`src/rtl/multicycle_ctrl.sv`:
```
// Multicycle LEGv8 control sequencer: steps fetch/decode/execute/memory/writeback, handshakes
// with a variable-latency unified memory, counts retired instructions and latches a sticky exception.
module multicycle_ctrl #(
  parameter int MEM_TIMEOUT = 16,
  parameter int CNT_W       = 32
) (
  input  logic             clk,
  input  logic             reset,
  input  logic [10:0]      opcode,
  input  logic             zero_E,
  input  logic             mem_ready,
  output logic             mem_req,
  output logic             PCWrite,
  output logic             PCSrc,
  output logic             IRWrite,
  output logic             Reg2Loc,
  output logic             AluSrc,
  output logic [3:0]       AluControl,
  output logic             MemRead,
  output logic             MemWrite,
  output logic             RegWrite,
  output logic             MemtoReg,
  output logic             exc,
  output logic [1:0]       exc_cause,
  output logic [CNT_W-1:0] retire_count
);

  localparam int TMO_W = $clog2(MEM_TIMEOUT);
  localparam logic [TMO_W-1:0] TMO_LAST = TMO_W'(MEM_TIMEOUT - 1);

  localparam logic [3:0] ALU_AND  = 4'b0000;
  localparam logic [3:0] ALU_ORR  = 4'b0001;
  localparam logic [3:0] ALU_ADD  = 4'b0010;
  localparam logic [3:0] ALU_SUB  = 4'b0110;
  localparam logic [3:0] ALU_PASS = 4'b0111;

  typedef enum logic [3:0] {
    S_IDLE, S_FETCH, S_DECODE, S_EXEC_R, S_WB_R, S_ADDR,
    S_MEM_RD, S_WB_LD, S_MEM_WR, S_CB, S_UB, S_EXC
  } state_e;

  typedef enum logic [3:0] {
    OP_ILL, OP_LDUR, OP_STUR, OP_ADD, OP_SUB, OP_AND, OP_ORR, OP_CBZ, OP_B
  } op_e;

  state_e             state_q, state_d;
  logic [TMO_W-1:0]   tmo_q, tmo_d;
  logic               exc_q, exc_d;
  logic [1:0]         cause_q, cause_d;
  logic [CNT_W-1:0]   retire_q, retire_d;
  logic               retire;
  op_e                op_cls;
  logic [3:0]         alu_r;

  always_comb begin
    // NOTE: every signal driven here gets a default first, so no path can leave it unassigned and infer a latch.
    op_cls = OP_ILL;
    if      (opcode == 11'b11111000010)     op_cls = OP_LDUR;
    else if (opcode == 11'b11111000000)     op_cls = OP_STUR;
    else if (opcode == 11'b10001011000)     op_cls = OP_ADD;
    else if (opcode == 11'b11001011000)     op_cls = OP_SUB;
    else if (opcode == 11'b10001010000)     op_cls = OP_AND;
    else if (opcode == 11'b10101010000)     op_cls = OP_ORR;
    else if (opcode[10:3] == 8'b10110100)   op_cls = OP_CBZ;
    else if (opcode[10:5] == 6'b000101)     op_cls = OP_B;
  end

  always_comb begin
    alu_r = ALU_ADD;
    case (op_cls)
      OP_SUB:  alu_r = ALU_SUB;
      OP_AND:  alu_r = ALU_AND;
      OP_ORR:  alu_r = ALU_ORR;
      default: alu_r = ALU_ADD;
    endcase
  end

  // Moore decode from state; only the memory handshake and the branch flag qualify enables.
  always_comb begin
    mem_req    = 1'b0;
    PCWrite    = 1'b0;
    PCSrc      = 1'b0;
    IRWrite    = 1'b0;
    Reg2Loc    = 1'b0;
    AluSrc     = 1'b0;
    AluControl = ALU_AND;
    MemRead    = 1'b0;
    MemWrite   = 1'b0;
    RegWrite   = 1'b0;
    MemtoReg   = 1'b0;
    case (state_q)
      S_FETCH: begin
        mem_req = 1'b1;
        MemRead = 1'b1;
        IRWrite = mem_ready;
        PCWrite = mem_ready;
      end
      S_EXEC_R: AluControl = alu_r;
      S_WB_R: begin
        AluControl = alu_r;
        RegWrite   = 1'b1;
      end
      S_ADDR: begin
        AluSrc     = 1'b1;
        AluControl = ALU_ADD;
        Reg2Loc    = (op_cls == OP_STUR);
      end
      S_MEM_RD: begin
        mem_req    = 1'b1;
        MemRead    = 1'b1;
        AluSrc     = 1'b1;
        AluControl = ALU_ADD;
      end
      S_WB_LD: begin
        RegWrite = 1'b1;
        MemtoReg = 1'b1;
      end
      S_MEM_WR: begin
        mem_req    = 1'b1;
        MemWrite   = 1'b1;
        Reg2Loc    = 1'b1;
        AluSrc     = 1'b1;
        AluControl = ALU_ADD;
      end
      S_CB: begin
        Reg2Loc    = 1'b1;
        AluControl = ALU_PASS;
        PCWrite    = zero_E;
        PCSrc      = 1'b1;
      end
      S_UB: begin
        PCWrite = 1'b1;
        PCSrc   = 1'b1;
      end
      default: ;
    endcase
  end

  always_comb begin
    state_d = state_q;
    exc_d   = exc_q;
    cause_d = cause_q;
    retire  = 1'b0;
    tmo_d   = (mem_req && !mem_ready) ? tmo_q + TMO_W'(1) : '0;
    case (state_q)
      S_IDLE:   state_d = S_FETCH;
      S_FETCH:  if (mem_ready) state_d = S_DECODE;
      S_DECODE: begin
        case (op_cls)
          OP_ADD, OP_SUB, OP_AND, OP_ORR: state_d = S_EXEC_R;
          OP_LDUR, OP_STUR:               state_d = S_ADDR;
          OP_CBZ:                         state_d = S_CB;
          OP_B:                           state_d = S_UB;
          default: begin
            state_d = S_EXC;
            exc_d   = 1'b1;
            cause_d = 2'b01;
          end
        endcase
      end
      S_EXEC_R: state_d = S_WB_R;
      S_ADDR:   state_d = (op_cls == OP_STUR) ? S_MEM_WR : S_MEM_RD;
      S_MEM_RD: if (mem_ready) state_d = S_WB_LD;
      S_MEM_WR: if (mem_ready) begin
        retire  = 1'b1;
        state_d = S_FETCH;
      end
      S_WB_R, S_WB_LD, S_CB, S_UB: begin
        retire  = 1'b1;
        state_d = S_FETCH;
      end
      S_EXC:    state_d = S_EXC;
      default:  state_d = S_IDLE;
    endcase
    // A ready on the last allowed cycle completes the access, so only a missing ready times out.
    if (mem_req && !mem_ready && tmo_q == TMO_LAST) begin
      state_d = S_EXC;
      exc_d   = 1'b1;
      cause_d = 2'b10;
      tmo_d   = '0;
    end
    retire_d = retire_q + CNT_W'(retire);
  end

  always_ff @(posedge clk or negedge reset) begin
    if (!reset) begin
      state_q  <= S_IDLE;
      tmo_q    <= '0;
      exc_q    <= 1'b0;
      cause_q  <= 2'b00;
      retire_q <= '0;
    end else begin
      // NOTE: non-blocking assignments so every register samples the pre-edge values of the others.
      state_q  <= state_d;
      tmo_q    <= tmo_d;
      exc_q    <= exc_d;
      cause_q  <= cause_d;
      retire_q <= retire_d;
    end
  end

  assign exc          = exc_q;
  assign exc_cause    = cause_q;
  assign retire_count = retire_q;

endmodule

```
`config.mk`:
```
export PLATFORM = sky130hd
export DESIGN_NAME = multicycle_ctrl
export DESIGN_NICKNAME = d
export VERILOG_FILES = /design/src/rtl/multicycle_ctrl.sv
export SDC_FILE = /design/constraint.sdc
export NUM_CORES = 1
export LEC_CHECK = 0
export BUFFER_PORTS_ARGS = -buffer_cell sky130_fd_sc_hd__buf_2
export CAP_MARGIN = 25
export CORE_AREA = 2 2 77 79
export CTS_CLUSTER_SIZE = 25
export DETAILED_ROUTE_END_ITERATION = 10
export DIE_AREA = 0 0 79 81
export PLACE_DENSITY = 0.74
export SETUP_SLACK_MARGIN = 0.3
export SLEW_MARGIN = 20
export SYNTH_ARGS = -nofsm -noshare
export SYNTH_HDL_FRONTEND = slang
export SYNTH_SLANG_ARGS = --single-unit
```
`constraint.sdc`:
```
create_clock -name clk -period 2.4 [get_ports clk]
set_input_delay 0.36 -clock clk [delete_from_list [all_inputs] [get_ports clk]]
set_output_delay 0.36 -clock clk [all_outputs]
set_load 0.02 [all_outputs]
```
Yosys cells after proc, flatten, opt, wreduce, memory -nomap -nowiden
Index checks and enable logic that the tools add are counted.
- reductions and logical operators: 19
- eq/ne operators: 32
- muxes and demuxes: 37
- $add $sub $neg: 2
- operator list (operator ; count):
    11-bit equality test, second input constant ; 6
    4-bit 2-to-1 mux ; 15
    32-bit by 1-bit adder with 32-bit output ; 1
    4-bit by 3-bit equality test with 1-bit output, second input constant ; 8
    4-bit case mux with 8 select lines ; 1
    4-bit equality test, second input constant ; 6
    4-bit by 2-bit equality test with 1-bit output, second input constant ; 4
    4-bit case mux with 4 select lines ; 1
    1-bit 2-to-1 mux ; 12
    4-bit case mux with 3 select lines ; 1
    2-bit OR reduction ; 6
    3-bit != test, second input constant ; 3
    3-bit case mux with 3 select lines ; 1
    4-bit by 1-bit equality test with 1-bit output, second input constant ; 2
    8-bit equality test, second input constant ; 1
    4-bit OR reduction ; 2
    8-bit OR reduction ; 1
    6-bit by 3-bit equality test with 1-bit output, second input constant ; 1
    2-bit 2-to-1 mux ; 3
    3-bit OR reduction ; 2
    5-bit OR reduction ; 1
    4-bit by 1-bit adder with 4-bit output, second input constant ; 1
    4-bit zero test ; 1
    1-bit case mux with 2 select lines ; 2
    other kinds (7) ; 8
- bits in registers: 43
- word-level logic and storage cells: 95
- output and inout bits: 49

Logic depth before layout (Yosys ltp)
- depth in word-level cells: 14
- mapped depth: 11
- depth with buffers taken out: 10

Least setup slack after synthesis
OpenSTA, ideal clock, no wires.
- path type: reg2reg
- start point: register state_q[0]
- end point: register retire_q[16] (netlist: retire_count[16])
- slack: -538 ps
- buffers on the path: 1
- arrival: 2809 ps
- cell stages (with the launch flop): 11
- library setup time: 130 ps
- path through: dfrtp_1 > clkbuf_1 > nor2b_1 > nor3_1 > a211o_1 > ha_1 > ha_1 > inv_1 > nor4_4 > nand4_1 > xnor2_1
- word-level cells in the longest chain between the ends: 4
- elaborated cells between the ends (all ways): 8
- classes of those cells: 1 x add/sub; 5 x eq/ne; 1 x mux; 1 x reduce/logical
- RTL lines (item ; line ; source):
    start, declared ; 46 ; state_e state_q, state_d;
    start signal, assigned ; 194 ; state_q <= state_d;
    4-bit by 3-bit equality test with 1-bit output / 4-bit equality test (equally long branches) ; 145 ; case (state_q)
    4-bit OR reduction ; 145 ;
    1-bit case mux with 2 select lines (*) ; 145 ;
    32-bit by 1-bit adder with 32-bit output (*) ; 182 ; retire_d = retire_q + CNT_W'(retire);
    named net retire_d[16] ; 50 ; logic [CNT_W-1:0] retire_q, retire_d;
    end signal, assigned ; 198 ; retire_q <= retire_d;
    end, declared ; 50 ;
Mark *: on every way through the listed nets, which the timed path passes. The rest lies on a longest branch.
A chain may end at the register's enable or synchronous reset.

Worst setup path after layout
- start point: register state_q[1]
- end point: output AluControl[1]
- word-level cells in the longest chain between the ends: 3
- elaborated cells between the ends (all ways): 9
- classes of those cells: 6 x eq/ne; 1 x mux; 2 x reduce/logical
- RTL lines (item ; line ; source):
    4-bit equality test (tied with other cells) ; 91 ; case (state_q)
    3-bit OR reduction (no source line) / 2-bit OR reduction (equally long branches) ; n/a ;
    4-bit case mux with 3 select lines (*) ; 91 ;
    end, declared ; 18 ; output logic [3:0] AluControl,
Every way passes the cells marked *; elsewhere a longest branch is shown, timed or not.

==> impl_metrics.csv <==
group,metric,value,unit
global_routing,antenna_found_initial,0,
final_layout,nNetsFinal,361,
die,dieArea,6400,um2
power_and_ir_drop,swShare,41.0,%
timing,fin_crit,2.16,ns
power_and_ir_drop,finalPower,2.73,mW
power_and_ir_drop,power.internal,1.61,mW
power_and_ir_drop,vdd_drop_max,0.000550,V
detailed_routing,vias,2296,
power_and_ir_drop,clkPwrFrac,16.2,%
timing,slew_headroom,47.2,%
detailed_routing,drc,0,
synthesis,synth_top_area_cell,"dfrtp_1",
synthesis,synth.area.top_cells,"dfrtp_1 42%, xnor2_1 8.9%, nand4_1 3.4%",
min_path,hp-class,"in -> async",
global_routing,grt-busiest-layer,"met2",
final_layout,finalNonFillerCells,419,
detailed_routing,dr.pass1.iters,4,
timing,fmax,463,MHz
final_layout,final_area,3340,um2
clock_network,clock_tree.buffer_depth,2,
timing,setup_violations,0,
timing,finalClockSkew,0.00371,ns
worst_setup_path,arrival,1.80,ns
global_routing,grt_use_total,19.8,%
clock_network,cts_tree,"yes",
synthesis,synth_ff_type,"dfrtp_1",
placement,port_buffers,62,
synthesis,yosys.area.top_type_share,42.0,%
detailed_routing,wl_per_cell,14.7,um
clock_network,cts.clk_slew.worst_paths,0.08,ns
worst_setup_path,startpoint_type,"register",
timing,finalCritPeriodShare,90.1,%
worst_setup_path,critPathKind,"reg -> out",
synthesis,synth_edf_count,0,
global_routing,grt_pass1_vias,2121,
clock_network,htree_levels,2,
die,initial_utilization,45.2,%
clock_network,cts_hold_buf,0,
detailed_routing,vias_per_cell,5.48,
synthesis,ys_types,53,
power_and_ir_drop,combPwrFrac,48.6,%
synthesis,synth_area_per_cell,10.1,um2
detailed_routing,drtIter0Drc,96,
global_routing,grt_overflow,0,
synthesis,seq_area_frac_synth,42.0,%
global_routing,use_met3,3.11,%
synthesis,ys_ff_latch,43,
die,io_pins,64,
placement,place_inst,395,
worst_setup_path,worstPathRequired,2.04,ns
clock_network,clock_latency,0.29,ns
die,die_width,79,um
synthesis,netlist_area,2560,um2
final_layout,antenna-diode-count,0,
power_and_ir_drop,p_switching,1.12,mW
detailed_routing,routed_wl,6.16,mm
timing,hold_violations,0,
synthesis,async_flop_share,100,%
synthesis,syn_inst,254,
global_routing,met1_usage,26.3,%
clock_network,cts_buffers,5,
placement,postPlaceCellArea,3060,um2
power_and_ir_drop,powerDensity,818,nW/um2
final_layout,area_delta_synth_final,30.3,%
clock_network,cts_root_buffer,"clkbuf_8",
run_status,status,"completed",
die,rows,28,
clock_network,clkSinkCount,43,
global_routing,grt_max_degree,37,
timing,worst_pin_slew,0.793,ns
timing,slew_viol_final,0,
power_and_ir_drop,power_leakage,1.63,nW
flow_run,drv_cap,0,
synthesis,yosysWarningCount,0,
worst_setup_path,path_max_fanout,16,
global_routing,grt_pass1_wl,10.1,mm
timing,tns,0,ns
final_layout,layout-drive-gt1-share,39.0,%
worst_setup_path,crit_start,"state_q[1]",
synthesis,synth_fp_nets,272,
placement,gp_congestion,0.919,
power_and_ir_drop,seqPwrFrac,35.2,%
detailed_routing,drtAntennaViolNets,0,
timing,rsz0062_at_grt,"true",
die,coreArea,5680,um2
global_routing,use_met2,32.5,%
die,fp.dieH,81,um
placement,dp_hpwl,4.34,mm
worst_setup_path,reg2reg_from,"state_q[1]",
worst_setup_path,end_kind,"primary output",
-- path summary, 6_finish.rpt --
path	to	slack, ns	cells past startpoint
max	AluControl[1]	0.24	5
min	retire_count[24]	0.15	1
max reg2reg	retire_count[24]	0.26	11
min reg2reg	retire_count[31]	0.47	1
max in group asynchronous	retire_count[3]	1.66	2
min in group clk	retire_count[31]	0.47	1
-- final cells by class --
cell class                      count  area [um2]
Timing Repair Buffer               92         546
Clock buffer                        6        72.6
Clock inverter                      2        12.5
Multi-Input combinational cell    195        1510
Sequential cell                    43        1080
Inverter                            6        22.5
Tap cell                           75        93.8
Fill cell                         513        2330
-- cell usage in the layout, fill, tap and decap left out, types with 7 or more instances in the layout --
cell type  synthesis  routed
dfrtp_1           43      39
nand2_1           16      15
nor2_1            18      18
nand3_1           16      16
nand4_1           14      14
xnor2_1           26      26
a21oi_1           10       8
buf_2              3      61
and4_1             7       7
buf_4              1      29
nor2b_1            9       7
-- synthesized netlist by cell type, types with 2 or more instances --
cell,n
and3_1,5
dfrtp_1,43
nor4b_4,2
nand3b_1,2
nand4_2,3
nand2b_1,3
nand2_1,16
and3b_1,2
buf_2,3
o211ai_1,2
o22ai_1,2
and4_1,7
nor3_1,2
nor4b_1,2
o31ai_1,2
and2_1,6
nor2_1,18
xnor2_1,26
nand3_1,16
a221o_1,2
nor2b_1,9
nand4_1,14
xor2_1,6
nor4_4,2
o21ai_0,7
ha_1,3
a31oi_1,4
a21oi_1,10
mux2i_1,2
clkbuf_1,5
inv_1,6
-- what timing repair did --
item,CTS,global route
pin swaps,0,4
gates resized for setup,8,14
cloned,0,1
setup buffers,12,3
endpoints found under the setup margin,24,27
-- sequential cells by signal, summed over array words and instances, names as in the netlist --
name,flops
retire_count,32
state_q,4
tmo_q,4
exc_cause,2
exc,1
-- power groups by stage --
stage                     registers, mW  clock network, mW  logic (mW)
final                             0.962              0.443        1.33
after global routing              0.974              0.491        1.44
after CTS                         0.949              0.459        1.28
after detailed placement          0.995                  0        1.08
after global placement            0.988                  0        1.07
after floorplan                   0.997                  0       0.759
-- kinds of logic after synthesis --
kind of cell	count (synthesis)	synth area share, %
AOI/OAI and AO/OA	39	11.4
xor gates and xnor gates	32	10.9
adders and majority gates	3	1.46
buffers and inverters	16	2.93
DFF	43	42.0
muxes	2	0.781
other	1	0.146
and+or+nand+nor	118	30.4
-- routing by layer --
layer	part of all wire (%)	routed length [um]
met2	47	2890
met3	5.4	331
met1	46	2810
met4	2.2	133
met5	0	0
-- worst max-delay path: stages, from the launching register on --
cell,delay (ns)
dfrtp_2,0.47
buf_4,0.23
nor2b_2,0.22
a21oi_1,0.08
o311ai_0,0.28
buf_2,0.23
-- per-stage QoR --
stage	setup slack (ns)	utilization, %	hold WS (ns)
detailed placement	0.213	54.0	0.464
global placement	0.248	54.0	0.444
finish	0.238	58.9	0.146
floorplan	0.0586	-	0.0644
CTS	0.240	57.6	0.173
global route	0.145	58.9	0.210
Power figures use the tool's default switching activity.
